`config.mk`:
```
export PLATFORM = sky130hd
export DESIGN_NAME = turn_lane_car_dispatcher
export DESIGN_NICKNAME = d
export VERILOG_FILES = /design/src/rtl/traffic_pkg.sv /design/src/rtl/turn_lane_car_dispatcher_queue.sv /design/src/rtl/turn_lane_car_dispatcher.sv
export SDC_FILE = /design/constraint.sdc
export NUM_CORES = 1
export LEC_CHECK = 0
export ABC_AREA = 1
export BUFFER_PORTS_ARGS = -buffer_cell sky130_fd_sc_hd__buf_4
export CAP_MARGIN = 40
export CORE_MARGIN = 2
export CORE_UTILIZATION = 55
export CTS_CLUSTER_DIAMETER = 60
export DETAILED_ROUTE_END_ITERATION = 10
export MAX_ROUTING_LAYER = met4
export PLACE_DENSITY = 0.78
export SYNTH_ARGS = -nofsm -noshare
export SYNTH_HDL_FRONTEND = slang
export SYNTH_SLANG_ARGS = --single-unit
```
`constraint.sdc`:
```
create_clock -name traffic_clk -period 4 [get_ports traffic_clk]
set_input_delay 0.6 -clock traffic_clk [delete_from_list [all_inputs] [get_ports traffic_clk]]
set_output_delay 0.6 -clock traffic_clk [all_outputs]
set_load 0.005 [all_outputs]
```
`src/rtl/traffic_pkg.sv`:
```
// Shared types and default sizing for the turn-lane dispatcher.
package traffic_pkg;

  typedef enum logic [1:0] {IDLE, REQ, GAP} disp_state_t;

  localparam int MAX_CARS_DEF   = 7;
  localparam int CW_DEF         = 3;
  localparam int GAP_CYCLES_DEF = 4;
  localparam int ACK_TMO_DEF    = 8;

endpackage

```
`src/rtl/turn_lane_car_dispatcher_queue.sv`:
```
// Saturating count of cars waiting in the turn lane, with drop reporting.
module car_queue_counter
  import traffic_pkg::*;
#(
  parameter int MAX_CARS = MAX_CARS_DEF,
  parameter int CW       = CW_DEF
) (
  input  logic          traffic_clk,
  input  logic          reset,
  input  logic          inc,
  input  logic          dec,
  output logic [CW-1:0] count,
  output logic          empty,
  output logic          full,
  output logic          lost
);

  localparam logic [CW-1:0] MAX_C = CW'(MAX_CARS);

  logic [CW-1:0] cnt;
  logic          dec_ok;
  logic          inc_ok;

  // A departure frees a slot, so an arrival in the same cycle is still accepted.
  assign dec_ok = dec && (cnt != '0);
  assign inc_ok = inc && ((cnt != MAX_C) || dec_ok);

  // Count update and one-cycle drop pulse.
  always_ff @(posedge traffic_clk or negedge reset) begin
    if (!reset) begin
      cnt  <= '0;
      lost <= 1'b0;
    end else begin
      lost <= inc && !inc_ok;
      case ({inc_ok, dec_ok})
        2'b10:   cnt <= cnt + CW'(1);
        2'b01:   cnt <= cnt - CW'(1);
        default: cnt <= cnt;
      endcase
    end
  end

  assign count = cnt;
  assign empty = (cnt == '0);
  assign full  = (cnt == MAX_C);

endmodule

```
`src/rtl/turn_lane_car_dispatcher.sv`:
```
// Requests one car launch at a time from a turn animator while the arrow is green.
module turn_lane_car_dispatcher
  import traffic_pkg::*;
#(
  parameter int MAX_CARS   = MAX_CARS_DEF,
  parameter int CW         = CW_DEF,
  parameter int GAP_CYCLES = GAP_CYCLES_DEF,
  parameter int ACK_TMO    = ACK_TMO_DEF
) (
  input  logic          traffic_clk,
  input  logic          reset,
  input  logic          car_arrive,
  input  logic          turn_green,
  input  logic          decrement_car,
  output logic          add_car,
  output logic [CW-1:0] queue_count,
  output logic          queue_empty,
  output logic          queue_full,
  output logic          car_lost,
  output logic          proto_err
);

  localparam int GW = $clog2(GAP_CYCLES + 1);
  localparam int TW = $clog2(ACK_TMO + 1);
  localparam logic [GW-1:0] GAP_LOAD = GW'(GAP_CYCLES - 1);
  localparam logic [TW-1:0] TMO_MAX  = TW'(ACK_TMO - 1);

  disp_state_t   state, state_nx;
  logic [GW-1:0] gap_cnt;
  logic [TW-1:0] tmo_cnt;
  logic          ack_ok;
  logic          tmo_hit;

  assign ack_ok  = (state == REQ) && decrement_car;
  assign tmo_hit = (state == REQ) && !decrement_car && turn_green && (tmo_cnt == TMO_MAX);

  car_queue_counter #(.MAX_CARS(MAX_CARS), .CW(CW)) u_queue (
    .traffic_clk (traffic_clk),
    .reset       (reset),
    .inc         (car_arrive),
    .dec         (ack_ok),
    .count       (queue_count),
    .empty       (queue_empty),
    .full        (queue_full),
    .lost        (car_lost)
  );

  // State register.
  always_ff @(posedge traffic_clk or negedge reset) begin
    if (!reset) state <= IDLE;
    else        state <= state_nx;
  end

  // Next state: ack beats abort in REQ; green is ignored during the headway gap.
  always_comb begin
    state_nx = state;
    case (state)
      IDLE: if (turn_green && !queue_empty) state_nx = REQ;
      REQ: begin
        if (decrement_car)    state_nx = GAP;
        else if (!turn_green) state_nx = IDLE;
      end
      GAP: if (gap_cnt == '0) state_nx = IDLE;
      default: state_nx = IDLE;
    endcase
  end

  // Headway counter: loaded on ack, counts down through GAP.
  always_ff @(posedge traffic_clk or negedge reset) begin
    if (!reset)                          gap_cnt <= '0;
    else if (ack_ok)                     gap_cnt <= GAP_LOAD;
    else if (state == GAP && gap_cnt != '0) gap_cnt <= gap_cnt - GW'(1);
  end

  // Ack timeout counter: runs only while waiting in REQ, saturates at the limit.
  always_ff @(posedge traffic_clk or negedge reset) begin
    if (!reset)                                       tmo_cnt <= '0;
    else if (state != REQ || decrement_car || !turn_green) tmo_cnt <= '0;
    else if (tmo_cnt != TMO_MAX)                      tmo_cnt <= tmo_cnt + TW'(1);
  end

  // Sticky protocol error: stray ack outside REQ, or ack never arrived.
  always_ff @(posedge traffic_clk or negedge reset) begin
    if (!reset) proto_err <= 1'b0;
    else if ((decrement_car && state != REQ) || tmo_hit) proto_err <= 1'b1;
  end

  assign add_car = (state == REQ);

endmodule

```
==> metrics.md, run 1 <==
| Metric | Value |
|---|---|
| Sequential Area | `between 300 and 400 µm²` |
| Clk slew on worst S/H paths | `~0.08 ns` |
| Area growth syn-to-layout | `17.4%` |
| Dominant cell type by area after synthesis | `dfrtp_1` |
| Power Dens Cells | `between 600 and 700 nW/µm²` |
| Largest net degree at the start of global routing | `15` |
| Fin crit share | `43.2%` |
| Core area | `1280 µm²` |
| Ant diodes | `0` |
| Outcome | `completed` |
| HP Class | `in2async` |
| Commonest cells in the synthesized netlist | `dfrtp_1 (14), nand2_1 (14), inv_1 (12)` |
| Number of synthesized flops with an enable pin | `0` |
| Critical path peak fanout | `5` |
| Final setup fails | `0` |
| Clk buf depth | `2` |
| Die Span X | `roughly 40 µm` |
| Clk_lat worst skew | `~0.27 ns` |
| Hold_buf cts | `0` |
| CP Capture Type | `output port` |
| F_max | `579 MHz` |
| Die ar. | `around 1700 µm²` |
| Pre-CTS setup slack | `approximately 2.1 ns` |
| Num CTS Buffers | `3` |
| CTS tree | `built` |
| CP delay by family, top | `flip-flops` |
| Setup total negative slack | `0 ns` |
| First-pass GRT wire length | `around 2.1 mm` |
| # H-tree levels | `1` |
| Synth Flop Type | `dfrtp_1` |
| Slew HR | `between 80% and 90%` |
| Starting Density | `around three fifths` |
| Yosys cell types | `23` |
| Post-CTS resize count | `0` |
| CP peak stage delay | `0.43 ns` |
| GRT Resource Usage Total | `between 10% and 20%` |
| Drt drc | `0` |
| TritonRoute pass-1 iters | `4` |
| IO Port Bufs | `12` |
| Root buf cell | `clkbuf_4` |
| IO Count | `13` |
| Multi-input logic area | `around 340 µm²` |
| Async S/R FF share, synth | `100%` |
| Via count | `579` |
| Vias per inst | `approximately 5` |
| Share of post-route cells with drive strength above 1 | `29.6%` |
| CP cell instances | `inv_2 > nand3_2 > inv_1 > buf_4` |
| Die Ht | `a little over 40 µm` |
| Vias in the first global route | `about 520` |
| Fill cells | `between 100 and 150` |
| Sequential fraction of the synthesis area | `46.4%` |
| Leakage power | `between 0.4 and 0.5 nW` |
| Top cells by area, synth | `dfrtp_1 (46%), nand2_1 (7.0%), inv_1 (6.0%), nand3_1 (5.3%), ha_1 (5.0%)` |
| WL/cell | `~11 µm` |
| Mapped Area | `roughly 750 µm²` |
| Mapped Avg Cell Area | `9.09 µm²` |
| Overflow after GRT | `0` |
| Hold violation total from the final report | `0` |
| Final ANT Viol Nets | `0` |
| Unrepaired setup endpoints after global routing | `no` |
| Startpoint types | `flip-flop` |
| Number of DRC markers in iteration 0 | `7` |
| Post-CTS Setup Inserts | `0` |
| Synth top area share | `46.4%` |
| Routability cong. | `approximately 0.74` |
| Clock skew | `between 0.006 and 0.007 ns` |
| Crit path DAT | `1.13 ns` |
| Synth warnings | `0` |
| Max Cap Violations | `0` |
| CTS Sinks | `14` |
| Nets | `approximately 110` |
| CP bufs+invs | `3` |
| Initial antenna violation count | `0` |
| Net Count, Synth | `92` |
| Fin. max-slew vios | `0` |
| Total Wirelength | `1.28 mm` |
| Fin crit period | `1.73 ns` |
| Worst Path Required | `3.40 ns` |
| Final setup margin | `about 2.3 ns` |
| Cell row count | `13` |
| Slew @ Worst Pin | `about 0.20 ns` |
| Register bit count reported by yosys | `14` |
| HPWL after DPL | `just under 1 mm` |
| Worst VDD drop | `around 390 µV` |
| Syn Inst Count | `83` |
| Slowest CP cell | `dfrtp_1` |
| Worst Setup Path Type | `reg2out` |
## where the power goes
group          leakage [nW]  switching, mW  internal, mW  total (mW)
Clock                0.0138         0.0417        0.0348      0.0765
Sequential            0.176         0.0304         0.183       0.213
Combinational         0.291          0.155         0.112       0.268
## final cells by class
type	count	area share (%)
clock buffer	3	2.54
inverter	16	6.78
multi-input combinational	53	38.8
sequential	14	39.5
tap	15	2.12
timing repair buffer	12	10.2
## metrics by stage
step | cell area, µm² | util (%) | hold slack (ns) | power (mW) | cells
final | 886 | 68.9 | 0.154 | 0.557 | 113
after global routing | 886 | 68.9 | 0.160 | 0.612 | 113
after CTS | 886 | 68.9 | 0.157 | 0.563 | 113
after detailed placement | 863 | 67.2 | 0.458 | 0.486 | 110
after global placement | 863 | 67.2 | 0.454 | 0.476 | 110
after floorplan | 754 | - | 0.304 | 0.396 | 83
## placed cells by master, fill, tap and decap left out
master,count
a21oi_1,1
a31oi_1,1
buf_4,12
clkbuf_4,3
dfrtp_1,14
fa_1,1
ha_1,3
inv_1,12
inv_2,4
nand2_1,14
nand2_2,3
nand2_4,1
nand3_1,8
nand3_2,3
nand4_1,3
nor2_1,3
nor2_4,1
nor2_8,1
nor3_1,1
o211ai_1,1
o21ai_0,4
o21ai_1,1
o21ai_2,1
o22ai_1,1
xor2_1,1
## worst reg2reg max path: stages (launching register included)
cell and delay (ns):
dfrtp_1 0.38, inv_2 0.08, nand2_4 0.09, nor2_8 0.13, nand3_2 0.12, fa_1 0.42, inv_1 0.10, nand4_1 0.09
nand3_1 0.07, nand2_1 0.06
## metal layers
layer / vias up / track usage [%] / share of wire (%)
met4: 0 / 12.5 / 1.2
met5: - / - / 0
met1: 268 / 23.5 / 47
met3: 2 / 3.26 / 3.0
li1: 302 / - / -
met2: 7 / 31.3 / 48
## sequential cells by signal (all words and copies together) (netlist names)
| name | flops |
|---|---|
| u_queue.count | 3 |
| tmo_cnt | 4 |
| u_queue.lost | 1 |
| proto_err | 1 |
| gap_cnt | 3 |
| state | 2 |
## worst paths after layout
kind	from	to	slack, ns	cells after the start
min reg2reg	proto_err$_DFFE_PN0P_	proto_err$_DFFE_PN0P_	0.48	2
max	u_queue.count[0]$_DFFE_PN0P_	queue_empty	2.27	4
min in group traffic_clk	proto_err$_DFFE_PN0P_	proto_err$_DFFE_PN0P_	0.48	2
max reg2reg	state[1]$_DFFE_PN0P_	u_queue.count[2]$_DFFE_PN0P_	2.35	9
max in group asynchronous	reset	tmo_cnt[0]$_DFFE_PN0P_	3.68	1
min	reset	proto_err$_DFFE_PN0P_	0.15	1
## logic make-up after synthesis
logic type	count (synthesis)	synth area share, %
XOR/XNOR	1	1.16
flip-flops	14	46.4
adder cells (fa/ha/maj)	4	7.63
AO/OA/AOI/OAI	10	7.79
AND/OR/NAND/NOR	38	29.0
buffers and inverters	16	7.96
Power figures use the tool's default switching activity.
==> inputs of run 2 (changes only) <==
- CORE_UTILIZATION: 55 -> 52
- PLACE_DENSITY: 0.78 -> 0.75
- clock period: 4 -> 1.8 ns (I/O delays scaled with it)
==> metrics.md, run 2 (same netlist as run 1, synthesis figures left out) <==
| Metric | Value |
|---|---|
| Outcome | `completed` |
| Final setup fails | `0` |
| Crit path DAT | `around 1.8 ns` |
| Startpoint types | `flip-flop` |
| Most flops, register | `tmo_cnt` |
| Via count | `589` |
| Nets | `110` |
| Leakage power | `a little under 0.5 nW` |
| Vias per inst | `between 5 and 6` |
| WL/cell | `between 10 and 15 µm` |
| Ant diodes | `0` |
| Initial antenna violation count | `0` |
| Clk slew on worst S/H paths | `about 0.080 ns` |
| Slew @ Worst Pin | `0.190 ns` |
| Total Wirelength | `1.30 mm` |
| Die Span X | `42.1 µm` |
| CTS Sinks | `14` |
| Unrepaired setup endpoints after global routing | `no` |
| Clk_lat worst skew | `0.27 ns` |
| Largest register FFs | `4` |
| F_max | `617 MHz` |
| Max Cap Violations | `0` |
| Slew HR | `~87%` |
| Worst Setup Path Type | `reg2reg` |
| Vias in the first global route | `about 600` |
| Clock skew | `around 0.0036 ns` |
| First-pass GRT wire length | `~2.4 mm` |
| Placed standard-cell area | `approximately 860 µm²` |
| Non-Filler Instances | `between 100 and 150` |
| Routability cong. | `between 0.7 and 0.8` |
| Die ar. | `1770 µm²` |
| Critical path peak fanout | `6` |
| Fin crit period | `1.62 ns` |
| Setup total negative slack | `0 ns` |
| Drt drc | `0` |
| Starting Density | `about 57%` |
| HP Class | `in2reg` |
| Clk buf depth | `2` |
| CTS tree | `built` |
| Number of DRC markers in iteration 0 | `9` |
| Num CTS Buffers | `3` |
| Core area | `~1300 µm²` |
| Overflow after GRT | `0` |
| TritonRoute pass-1 iters | `4` |
| Worst hold path depth | `3` |
| CP Capture Type | `flip-flop` |
| Most frequent cells in the layout | `nand2_1 (14), dfrtp_1 (14), inv_1 (12), buf_4 (12), nand3_1 (8)` |
| Area growth syn-to-layout | `18.7%` |
| Power Dens Cells | `between 1000 and 1500 nW/µm²` |
| # H-tree levels | `1` |
| Length in cells of the worst reg-to-reg path | `9` |
| Worst VDD drop | `slightly below 700 µV` |
| Share of post-route cells with drive strength above 1 | `between 20% and 30%` |
| Die Ht | `between 40 and 50 µm` |
| Cell row count | `13` |
| Post-CTS resize count | `0` |
| Fin. max-slew vios | `0` |
| Post-Place Cells | `110` |
| Util after Layout | `between 60% and 70%` |
| IO Port Bufs | `12` |
| Final ANT Viol Nets | `0` |
| GRT Resource Usage Total | `between 15 and 20%` |
| Post-route cell area | `between 800 and 900 µm²` |
| Worst Path Required | `slightly below 2 ns` |
| IO Count | `13` |
| Largest net degree at the start of global routing | `15` |
| Fill cells | `about 120` |
| Post-CTS Setup Inserts | `0` |
| HPWL after DPL | `about 1.0 mm` |
| Fin crit share | `roughly nine tenths` |
| Root buf cell | `clkbuf_4` |
| Hold violation total from the final report | `0` |
## run 2: cell types whose count changed in the layout (fill, tap and decap cells not counted)
cell / change
dlygate4sd3_1: +1
## run 2: layout make-up
| type | instances | area, µm² | area share (%) |
|---|---|---|---|
| inverters | 16 | 60.1 | 6.70 |
| clock buffers | 3 | 22.5 | 2.51 |
| well taps | 15 | 18.8 | 2.09 |
| repair buffers | 13 | 100 | 11.2 |
| multi-input cells | 53 | 344 | 38.4 |
| flip-flops and latches | 14 | 350 | 39.1 |
## run 2: per-stage QoR
step	total power, mW	hold slack [ns]	setup WS [ns]
after global routing	1.37	0.247	0.0218
after global placement	1.06	0.131	0.217
after detailed placement	1.09	0.130	0.180
final	1.25	0.236	0.179
after CTS	1.27	0.228	0.169
after floorplan	0.879	-0.0256	0.272
## run 2: power breakdown
part	internal, mW	switching [mW]	leakage, nW	total, mW
clock	0.0773	0.0932	0.0138	0.170
sequential	0.407	0.0684	0.176	0.475
combinational	0.254	0.350	0.295	0.603
## run 2: final timing paths
check / endpoint / startpoint / slack (ns)
worst min register to register: proto_err$_DFFE_PN0P_ / proto_err$_DFFE_PN0P_ / 0.47
min in group asynchronous: u_queue.lost$_DFF_PN0_ / reset / 0.38
worst max register to register: u_queue.count[2]$_DFFE_PN0P_ / state[1]$_DFFE_PN0P_ / 0.18
worst min-delay path: proto_err$_DFFE_PN0P_ / decrement_car / 0.24
max in group asynchronous: state[1]$_DFFE_PN0P_ / reset / 1.25
worst max-delay path: u_queue.count[2]$_DFFE_PN0P_ / state[1]$_DFFE_PN0P_ / 0.18
## run 2: repair_timing
action	CTS	global route
hold buffers	1	0
setup endpoints to repair	0	0
endpoints found under the hold margin	14	0
## run 2: critical path, stage by stage, from the launching register on
cell and delay, ns:
dfrtp_1 0.38, inv_2 0.08, nand2_4 0.09, nor2_8 0.13
nand3_2 0.12, fa_1 0.42, inv_1 0.09, nand4_1 0.09
nand3_1 0.07, nand2_1 0.06
## run 2: routing by layer
metal | up-vias | GRT usage, % | wire [µm]
met4 | 0 | 10.0 | 10
met2 | 10 | 30.6 | 632
met5 | - | - | 0
met1 | 277 | 21.1 | 599
li1 | 300 | - | -
met3 | 2 | 3.02 | 61
